File: src/rtl/side_request_detector_pkg.sv
// Shared types and light codes for the side-road request front-end.
package side_req_pkg;

  typedef enum logic [1:0] {
    IDLE    = 2'd0,
    ARMED   = 2'd1,
    SERVING = 2'd2,
    CLEAR   = 2'd3
  } state_t;

  localparam logic [2:0] LT_GREEN  = 3'b001;
  localparam logic [2:0] LT_YELLOW = 3'b010;
  localparam logic [2:0] LT_RED    = 3'b100;

  function automatic logic is_onehot3(input logic [2:0] v);
    return (v == LT_GREEN) || (v == LT_YELLOW) || (v == LT_RED);
  endfunction

endpackage

File: src/rtl/side_request_detector_sync_debounce.sv
// Synchronizer chain plus level debouncer; rise marks the cycle dout goes high.
module sync_debounce #(
  parameter int SYNC_STAGES = 2,
  parameter int DEB_CYCLES  = 4
) (
  input  logic clock,
  input  logic reset,
  input  logic din,
  output logic dout,
  output logic rise
);

  logic [SYNC_STAGES-1:0] sync_q;
  logic [3:0]             cnt;
  logic                   synced;
  logic                   differ;
  logic                   flip;

  assign synced = sync_q[SYNC_STAGES-1];
  assign differ = synced != dout;
  // Toggle only after DEB_CYCLES consecutive samples disagree with the current level.
  assign flip   = differ && (cnt == 4'(DEB_CYCLES - 1));

  always_ff @(posedge clock or posedge reset) begin
    if (reset) begin
      sync_q <= '0;
      cnt    <= '0;
      dout   <= 1'b0;
      rise   <= 1'b0;
    end else begin
      sync_q <= {sync_q[SYNC_STAGES-2:0], din};
      rise   <= flip && !dout;
      if (flip) begin
        dout <= ~dout;
        cnt  <= '0;
      end else if (differ) begin
        cnt <= cnt + 4'd1;
      end else begin
        cnt <= '0;
      end
    end
  end

endmodule

File: src/rtl/side_request_detector.sv
// Side-road request generator: debounced loop/button requests, served tracking, light fault watch.
//   state   | meaning
//   IDLE    | no request latched, sensor low
//   ARMED   | request latched, waiting for side green
//   SERVING | side green, sensor follows vehicle presence
//   CLEAR   | side back to red, sensor held low for HOLD_MIN cycles
module side_request_detector
  import side_req_pkg::*;
#(
  parameter int SYNC_STAGES = 2,
  parameter int DEB_CYCLES  = 4,
  parameter int HOLD_MIN    = 3,
  parameter int WAIT_W      = 8
) (
  input  logic              clock,
  input  logic              reset,
  input  logic              loop_raw,
  input  logic              ped_btn_raw,
  input  logic [2:0]        M,
  input  logic [2:0]        S,
  output logic              sensor,
  output logic              req_pending,
  output logic              served,
  output logic [WAIT_W-1:0] wait_cnt,
  output logic              fault
);

  state_t     state, state_nxt;
  logic [3:0] hold_cnt, hold_nxt;
  logic       loop_deb, loop_rise;
  logic       ped_deb, ped_rise;
  logic       ped_req;
  logic       light_bad, fault_nxt;
  logic       enter_serving;
  logic       sensor_nxt;
  logic       unused;

  sync_debounce #(.SYNC_STAGES(SYNC_STAGES), .DEB_CYCLES(DEB_CYCLES)) u_loop (
    .clock (clock),
    .reset (reset),
    .din   (loop_raw),
    .dout  (loop_deb),
    .rise  (loop_rise)
  );

  sync_debounce #(.SYNC_STAGES(SYNC_STAGES), .DEB_CYCLES(DEB_CYCLES)) u_ped (
    .clock (clock),
    .reset (reset),
    .din   (ped_btn_raw),
    .dout  (ped_deb),
    .rise  (ped_rise)
  );

  assign unused = &{1'b0, loop_rise, ped_deb};

  assign light_bad = !is_onehot3(M) || !is_onehot3(S) || ((M != LT_RED) && (S != LT_RED));
  assign fault_nxt = fault || light_bad;

  always_comb begin
    state_nxt = state;
    hold_nxt  = hold_cnt;
    case (state)
      IDLE:    if (ped_req || loop_deb) state_nxt = ARMED;
      ARMED:   if (S == LT_GREEN) state_nxt = SERVING;
      SERVING: if (S == LT_RED) begin
                 state_nxt = CLEAR;
                 hold_nxt  = 4'(HOLD_MIN - 1);
               end
      CLEAR:   if (hold_cnt == 4'd0) state_nxt = IDLE;
               else hold_nxt = hold_cnt - 4'd1;
      default: state_nxt = IDLE;
    endcase
    // A detected fault freezes the FSM on the very cycle it is seen.
    if (fault_nxt) begin
      state_nxt = state;
      hold_nxt  = hold_cnt;
    end
  end

  assign enter_serving = (state_nxt == SERVING) && (state != SERVING);

  always_comb begin
    sensor_nxt = 1'b0;
    if (!fault_nxt) begin
      case (state_nxt)
        ARMED:   sensor_nxt = 1'b1;
        SERVING: sensor_nxt = loop_deb;
        default: sensor_nxt = 1'b0;
      endcase
    end
  end

  always_ff @(posedge clock or posedge reset) begin
    if (reset) begin
      state       <= IDLE;
      hold_cnt    <= '0;
      ped_req     <= 1'b0;
      fault       <= 1'b0;
      sensor      <= 1'b0;
      req_pending <= 1'b0;
      served      <= 1'b0;
      wait_cnt    <= '0;
    end else begin
      state       <= state_nxt;
      hold_cnt    <= hold_nxt;
      fault       <= fault_nxt;
      sensor      <= sensor_nxt;
      req_pending <= !fault_nxt && (state_nxt == ARMED);
      served      <= enter_serving;
      // A press during side green belongs to the crossing already under way.
      if (enter_serving) ped_req <= 1'b0;
      else if (ped_rise && (S != LT_GREEN)) ped_req <= 1'b1;
      if (!fault_nxt) begin
        if (state_nxt == IDLE) wait_cnt <= '0;
        else if ((state == ARMED) && (wait_cnt != '1)) wait_cnt <= wait_cnt + WAIT_W'(1);
      end
    end
  end

endmodule

File: config.mk
export PLATFORM = sky130hd
export DESIGN_NAME = side_request_detector
export DESIGN_NICKNAME = d
export VERILOG_FILES = /design/src/rtl/side_request_detector_pkg.sv /design/src/rtl/side_request_detector_sync_debounce.sv /design/src/rtl/side_request_detector.sv
export SDC_FILE = /design/constraint.sdc
export NUM_CORES = 1
export LEC_CHECK = 0
export ABC_AREA = 1
export CAP_MARGIN = 20
export CORE_ASPECT_RATIO = 1.75
export CORE_MARGIN = 2
export CORE_UTILIZATION = 55
export CTS_BUF_LIST = sky130_fd_sc_hd__clkbuf_8 sky130_fd_sc_hd__clkbuf_16
export CTS_CLUSTER_DIAMETER = 50
export DETAILED_ROUTE_END_ITERATION = 10
export HOLD_SLACK_MARGIN = 0.08
export PLACE_DENSITY = 0.78
export SETUP_SLACK_MARGIN = 0.4
export SLEW_MARGIN = 10
export SYNTH_ARGS = -nofsm -noshare
export SYNTH_HDL_FRONTEND = slang
export SYNTH_SLANG_ARGS = --single-unit
File: constraint.sdc
create_clock -name clock -period 6.3 [get_ports clock]
set_clock_uncertainty 0.15 [all_clocks]
set_input_delay 1.575 -clock clock [delete_from_list [all_inputs] [get_ports clock]]
set_output_delay 1.575 -clock clock [all_outputs]
set_load 0.005 [all_outputs]
==> results of run 1 <==
-- Yosys cell counts --
master    instances
nand2_1          59
dfrtp_1          34
nor2_1           33
inv_1            26
nand3_1          20
ha_1              8
nand2_2           7
xor2_1            6
inv_2             5
nand4_1           5
xnor2_1           5
a21oi_1           4
nand2_4           4
nand3_2           4
a21oi_2           2
nor2_2            2
o21ai_0           2
a21oi_4           1
buf_1             1
buf_6             1
nand3_4           1
nand3b_1          1
nor2_4            1
nor3_4            1
nor3b_1           1
-- where the power goes --
part	internal (W)	leakage [nW]	total [W]	switching, W
Sequential	0.000241	0.441	0.000258	0.0000172
Clock	0.000116	0.0579	0.000192	0.0000761
Combinational	0.0000315	0.656	0.0000765	0.0000450
Total	0.000389	1.15	0.000527	0.000138
-- worst register-to-register path, delay by kind of cell (launching register included) --
| kind | cells | cell delay, ns |
|---|---|---|
| adder cells (fa/ha/maj) | 2 | 0.47 |
| AND/OR/NAND/NOR | 10 | 0.98 |
| buffers and inverters | 2 | 0.23 |
| flip-flops | 1 | 0.42 |
-- placed cells by master, fill, tap and decap left out, types with 6 or more instances in the layout --
| master | instances |
|---|---|
| xor2_1 | 6 |
| inv_1 | 26 |
| dfrtp_1 | 34 |
| nor2_1 | 33 |
| clkdlybuf4s50_1 | 21 |
| nand2_2 | 7 |
| ha_1 | 8 |
| nand2_1 | 59 |
| nand3_1 | 20 |
-- cell type report --
type	count	area, µm²
clock buffers	5	68.8
clock inverters	3	40.0
fillers	290	1070
inverters	31	116
multi-input cells	167	938
flip-flops and latches	34	851
well taps	45	56.3
repair buffers	22	218
-- per-layer routing --
layer / wire length, µm / part of all wire
met1: 1370 / 0.36
met2: 2150 / 0.56
met3: 134 / 0.035
met4: 152 / 0.040
met5: 0 / 0
-- metrics by stage --
stage | setup WS (ns) | util
floorplan | 2.87 | -
global placement | 2.28 | 0.648
detailed placement | 2.23 | 0.648
CTS | 2.49 | 0.680
global route | 2.30 | 0.680
finish | 2.49 | 0.680
-- how the worst max path moves through the flow --
stage / slack (ns) / depth (start not counted) / start / end
6_report: 2.49 / 13 / S[0] / wait_cnt[3]
5_1_grt: 2.30 / 15 / M[0] / wait_cnt[3]
4_1_cts: 2.49 / 13 / S[0] / wait_cnt[3]
3_5_place_dp: 2.23 / 13 / S[0] / wait_cnt[7]
3_3_place_gp: 2.28 / 13 / S[0] / wait_cnt[1]
2_1_floorplan: 2.87 / 15 / S[2] / wait_cnt[0]
-- registers in the layout, summed over array words and instances, names as in the netlist, 2 cells and up --
register and count:
u_ped.cnt 4, u_ped.sync_q 2, state 2, hold_cnt 4
u_loop.sync_q 2, wait_cnt 8, u_loop.cnt 4
-- logic make-up after synthesis --
group | after synthesis | share of synthesized area
flops | 34 | 0.443
buf+inv | 33 | 0.0684
compound gates | 9 | 0.0332
fa+ha+maj | 8 | 0.0521
xor+xnor | 11 | 0.0502
simple gates | 139 | 0.353
==> key figures, run 1 <==
Critical path
  – Crit-path slowest cell: clkdlybuf4s50_1
  – R2R Setup Slk: 3.93 ns
  – Top delay family on crit path: simple AND/OR/NAND/NOR gates
  – Crit. End Element: register
  – CP arrival: 3.83 ns
  – Critical path required time: 6.32 ns
  – Most used cell along the critical path: nand2_1
  – Number of buffers and inverters on the critical path: 2
  – Worst setup path class: in2reg
  – Critical-path cell list: clkdlybuf4s50_1, nand3_2, nand2_2, a21oi_2, nor2_4, nand2_1, nand2_1, ha_1, inv_1, nand2_4, nand3_4, nand2_1, nand2_1
  – R2R Path Start: hold_cnt[0]
  – CP max stage delay: 0.57 ns
  – Worst r2r path cells: 14
  – CP max FO: 13
  – Worst R2R End: wait_cnt[3]
  – Critical Path Start Type: primary input

Global route
  – Global-route wire length before repair: 6730 µm
  – M3 GR Usage: 0.0450
  – Most Crowded Layer GR: met2
  – Met2 Use GR: 0.423
  – Grt ovf: 0
  – Overall Global Routing Usage: 0.223
  – Met1 GRT Util: 0.219
  – Pin count of the biggest net entering global routing: 35
  – Antenna violations before repair: 0
  – Vias in the first global route: 1579

Final layout
  – Share of post-route cells with drive strength above 1: 0.141
  – Design Area, Final: 0.00229 mm²
  – Total Nets Final: 279
  – Finished Layout Cells: 307
  – Area grow syn2layout: 19.2%
  – Ant. Diodes: 0

Place
  – DP Area: 0.00218 mm²
  – DP HPWL: 2930 µm
  – DP Cell Count: 299
  – Final GP Congestion: 0.862
  – PortBufs: 21

Power and ir drop
  – VDD IR max: 0.278 mV
  – LEAKAGE: 1.15 nW
  – Pwr Total: 0.000527 W
  – PD cells: 230 mW/mm²

Logic synthesis
  – Yosys top cell area share: 0.443
  – Warnings, synthesis: 0
  – Synthesized flop and latch total: 34
  – Avg Inst Size Synth: 8.21 µm²
  – Mapped Cells: 234
  – Post-synth net total: 252
  – Biggest area consumer among synthesized cells: dfrtp_1
  – Synthesized area: 0.00192 mm²
  – Synth area leaders: dfrtp_1 (44%), nand2_1 (12%), nor2_1 (6.4%)
  – Sequential-to-total area share from yosys stat: 0.443
  – Synth unique cells: 25

Clock tree
  – Clk_lat worst skew: 0.29 ns
  – Total CTS buffers: 5
  – Clk pin slew, worst setup/hold paths: 0.07 ns
  – CTS Root Cell: clkbuf_8
  – H-tree lvl count: 2
  – CTS max path bufs: 2
  – CTS sink cnt: 34
  – # resized after CTS: 0
  – Post-CTS Setup Bufs: 0
  – CTS tree: done
  – Hold buffers post-CTS: 0

Timing
  – Final Hold Slack: 0.198 ns
  – Final hold vios: 0
  – Slew @ Worst Pin: 0.422 ns
  – Unrepaired setup endpoints after global routing: no
  – Period utilisation layout: 0.605
  – Slew headroom: 0.718
  – Max-slew violations: 0
  – Min Tclk post-route: 3.81 ns
  – F_max: 0.262 GHz
  – Setup TNS: 0 ns
  – Setup-violating endpoint count in the final report: 0

Worst hold path
  – Worst Hold Launch: u_loop.sync_q[0]
  – Hold EP: u_loop.sync_q[1]
  – Hold Path Depth: 0
  – Hold Path Class: reg2reg

Drt
  – Post-DR vias/cell: 5.05
  – Routed Antenna Nets: 0
  – DR vias: 1551
  – Routed wire per std cell: 12.4 µm
  – Total routed wirelength: 3800 µm
  – DRC: 0
  – DRT iter0 DRCs: 38
  – First-pass detailed-route iteration total: 4

Floorplan
  – Row cnt: 28
  – Core Area: 0.00336 mm²
  – Die area: 0.00400 mm²
  – Die X: 48.7 µm
  – Die Height: 82.2 µm
  – Initial core utilization: 0.571
  – IO Pins: 22

Job
  – Max cap viols: 0

Outcome
  – Status: finished, final reports clean
Power figures use the tool's default switching activity.
==> run 2: changes to the inputs <==
--- a/config.mk
+++ b/config.mk
@@ -9,12 +9,12 @@
 export CAP_MARGIN = 20
 export CORE_ASPECT_RATIO = 1.75
 export CORE_MARGIN = 2
-export CORE_UTILIZATION = 55
+export CORE_UTILIZATION = 50
 export CTS_BUF_LIST = sky130_fd_sc_hd__clkbuf_8 sky130_fd_sc_hd__clkbuf_16
 export CTS_CLUSTER_DIAMETER = 50
 export DETAILED_ROUTE_END_ITERATION = 10
 export HOLD_SLACK_MARGIN = 0.08
-export PLACE_DENSITY = 0.78
+export PLACE_DENSITY = 0.75
 export SETUP_SLACK_MARGIN = 0.4
 export SLEW_MARGIN = 10
 export SYNTH_ARGS = -nofsm -noshare
==> constraint.sdc (replaced) <==
create_clock -name clock -period 3.5 [get_ports clock]
set_clock_uncertainty 0.15 [all_clocks]
set_input_delay 0.875 -clock clock [delete_from_list [all_inputs] [get_ports clock]]
set_output_delay 0.875 -clock clock [all_outputs]
set_load 0.005 [all_outputs]
==> key figures, run 2 (synthesis gave the netlist of run 1 again) <==
Drt
  – Total routed wirelength: 3650 µm (was 3800 µm)
  – Routed wire per std cell: 11.7 µm (was 12.4 µm)
  – Post-DR vias/cell: 4.92 (was 5.05)
  – First-pass detailed-route iteration total: 4 (unchanged)
  – DRC: 0 (unchanged)
  – Routed Antenna Nets: 0 (unchanged)
  – DRT iter0 DRCs: 13 (was 38)
  – DR vias: 1535 (was 1551)

Final layout
  – Ant. Diodes: 0 (unchanged)
  – Multi-input logic area: 941 µm² (was 938 µm²)
  – Share of post-route cells with drive strength above 1: 0.158 (was 0.141)
  – Register area: 851 µm² (unchanged)
  – Filler Cell Count: 340 (was 290)
  – Design Area, Final: 0.00233 mm² (was 0.00229 mm²)
  – Total Nets Final: 283 (was 279)
  – Most common cell after layout, fill and taps aside: nand2_1 (unchanged)
  – Most frequent cells in the layout: nand2_1 (59), dfrtp_1 (34), nor2_1 (33), inv_1 (26), clkdlybuf4s50_1 (21) (unchanged)
  – Area grow syn2layout: 21.2% (was 19.2%)
  – Most flops, register: wait_cnt (unchanged)
  – Max FFs per register: 8 (unchanged)

Power and ir drop
  – VDD IR max: 0.655 mV (was 0.278 mV)
  – Pwr Total: 0.000958 W (was 0.000527 W)
  – PD cells: 412 mW/mm² (was 230 mW/mm²)
  – LEAKAGE: 1.17 nW (was 1.15 nW)

Timing
  – F_max: 0.346 GHz
  – Slew @ Worst Pin: 0.827 ns (was 0.422 ns)
  – Slew headroom: 0.448 (was 0.718)
  – Setup TNS: 0 ns (unchanged)
  – Min Tclk post-route: 2.89 ns
  – Setup-violating endpoint count in the final report: 0 (unchanged)
  – Period utilisation layout: 0.826
  – Final hold vios: 0 (unchanged)
  – Max-slew violations: 0 (unchanged)
  – Unrepaired setup endpoints after global routing: no (unchanged)
  – Final Hold Slack: 0.201 ns (was 0.198 ns)

Critical path
  – Worst setup path class: in2reg (unchanged)
  – Critical Path Start Type: primary input (unchanged)
  – CP arrival: 2.91 ns (was 3.83 ns)
  – Crit. End Element: register (unchanged)
  – Critical path required time: 3.52 ns (was 6.32 ns)
  – CP max FO: 9 (was 13)

Place
  – DP Area: 0.00220 mm² (was 0.00218 mm²)
  – PortBufs: 21 (unchanged)
  – DP HPWL: 2890 µm (was 2930 µm)
  – Final GP Congestion: 0.910 (was 0.862)

Clock tree
  – CTS Root Cell: clkbuf_8 (unchanged)
  – CTS tree: done (unchanged)
  – CTS max path bufs: 2 (unchanged)
  – Hold buffers post-CTS: 0 (unchanged)
  – H-tree lvl count: 2 (unchanged)
  – Total CTS buffers: 5 (unchanged)
  – Clk pin slew, worst setup/hold paths: 0.06 ns (was 0.07 ns)
  – Clk_lat worst skew: 0.29 ns (about the same)
  – CTS sink cnt: 34 (unchanged)

Worst hold path
  – Hold Path Class: reg2reg (unchanged)

Floorplan
  – Die area: 0.00437 mm² (was 0.00400 mm²)
  – IO Pins: 22 (unchanged)
  – Core Area: 0.00366 mm² (was 0.00336 mm²)
  – Die X: 50.9 µm (was 48.7 µm)
  – Row cnt: 29 (was 28)
  – Die Height: 86.0 µm (was 82.2 µm)
  – Initial core utilization: 0.524 (was 0.571)

Job
  – Max cap viols: 0 (unchanged)

Global route
  – Grt ovf: 0 (unchanged)
  – Pin count of the biggest net entering global routing: 23 (was 35)
  – Global-route wire length before repair: 6430 µm (was 6730 µm)
  – Vias in the first global route: 1565 (was 1579)
  – Antenna violations before repair: 0 (unchanged)
  – Overall Global Routing Usage: 0.197 (was 0.223)

Outcome
  – Status: finished, final reports clean (unchanged)
[run 2: cell count changes in the layout (fill, tap and decap cells not counted), sizes merged]
cell      delta
clkinv       -2
clkinvlp     +2
buf          +4
[run 2: repair_timing]
action,CTS,global route
endpoints found under the setup margin,0,8
setup buffers,0,2
resized for setup,0,1
[run 2: report_power, final]
group | leakage [nW] | total, W | internal, W | switching, W
registers | 0.441 | 0.000464 | 0.000433 | 0.0000307
clock network | 0.0504 | 0.000357 | 0.000212 | 0.000146
logic | 0.677 | 0.000136 | 0.0000571 | 0.0000793
[run 2: worst max-delay path: stages]
cell             delay, ns
clkdlybuf4s50_1       0.57
nand3_2               0.14
nand2_2               0.10
nand2_2               0.06
nand2_4               0.12
nand2_4               0.08
nand2_1               0.08
nand2_2               0.08
inv_2                 0.06
ha_2                  0.26
inv_1                 0.09
nand2_4               0.13
nand3_4               0.13
nand2_1               0.09
nand2_1               0.05
[run 2: metrics by stage]
stage / setup WS (ns) / std cells / util
floorplan: 0.774 / 234 / -
global placement: 0.271 / 302 / 0.599
detailed placement: 0.180 / 302 / 0.599
CTS: 0.482 / 310 / 0.630
global route: 0.446 / 312 / 0.635
finish: 0.609 / 312 / 0.635
[run 2: final timing paths]
check	start	endpoint	slack (ns)	cells after the start
worst max-delay path	S[0]	wait_cnt[7]	0.61	15
worst min-delay path	u_ped.sync_q[0]	u_ped.sync_q[1]	0.20	0
worst max register to register	hold_cnt[0]	wait_cnt[7]	1.31	14
worst min register to register	u_ped.sync_q[0]	u_ped.sync_q[1]	0.20	0
max in group asynchronous	reset	u_loop.cnt[0]	1.68	3
min in group asynchronous	reset	state[1]	0.89	2
[run 2: cell type report]
cell class / count / area share
multi-input combinational: 167 / 0.404
timing repair buffer: 26 / 0.106
clock buffer: 5 / 0.0296
sequential: 34 / 0.366
clock inverter: 3 / 0.0194
tap: 46 / 0.0247
inverter: 31 / 0.0500
[run 2: metal layers]
| metal | share of wire | GRT usage | wire length (µm) | vias up |
|---|---|---|---|---|
| li1 | - | - | - | 787 |
| met1 | 0.38 | 0.196 | 1400 | 702 |
| met2 | 0.54 | 0.360 | 1960 | 30 |
| met3 | 0.029 | 0.0383 | 104 | 16 |
| met4 | 0.050 | 0.128 | 182 | 0 |
| met5 | 0 | 0 | 0 | - |
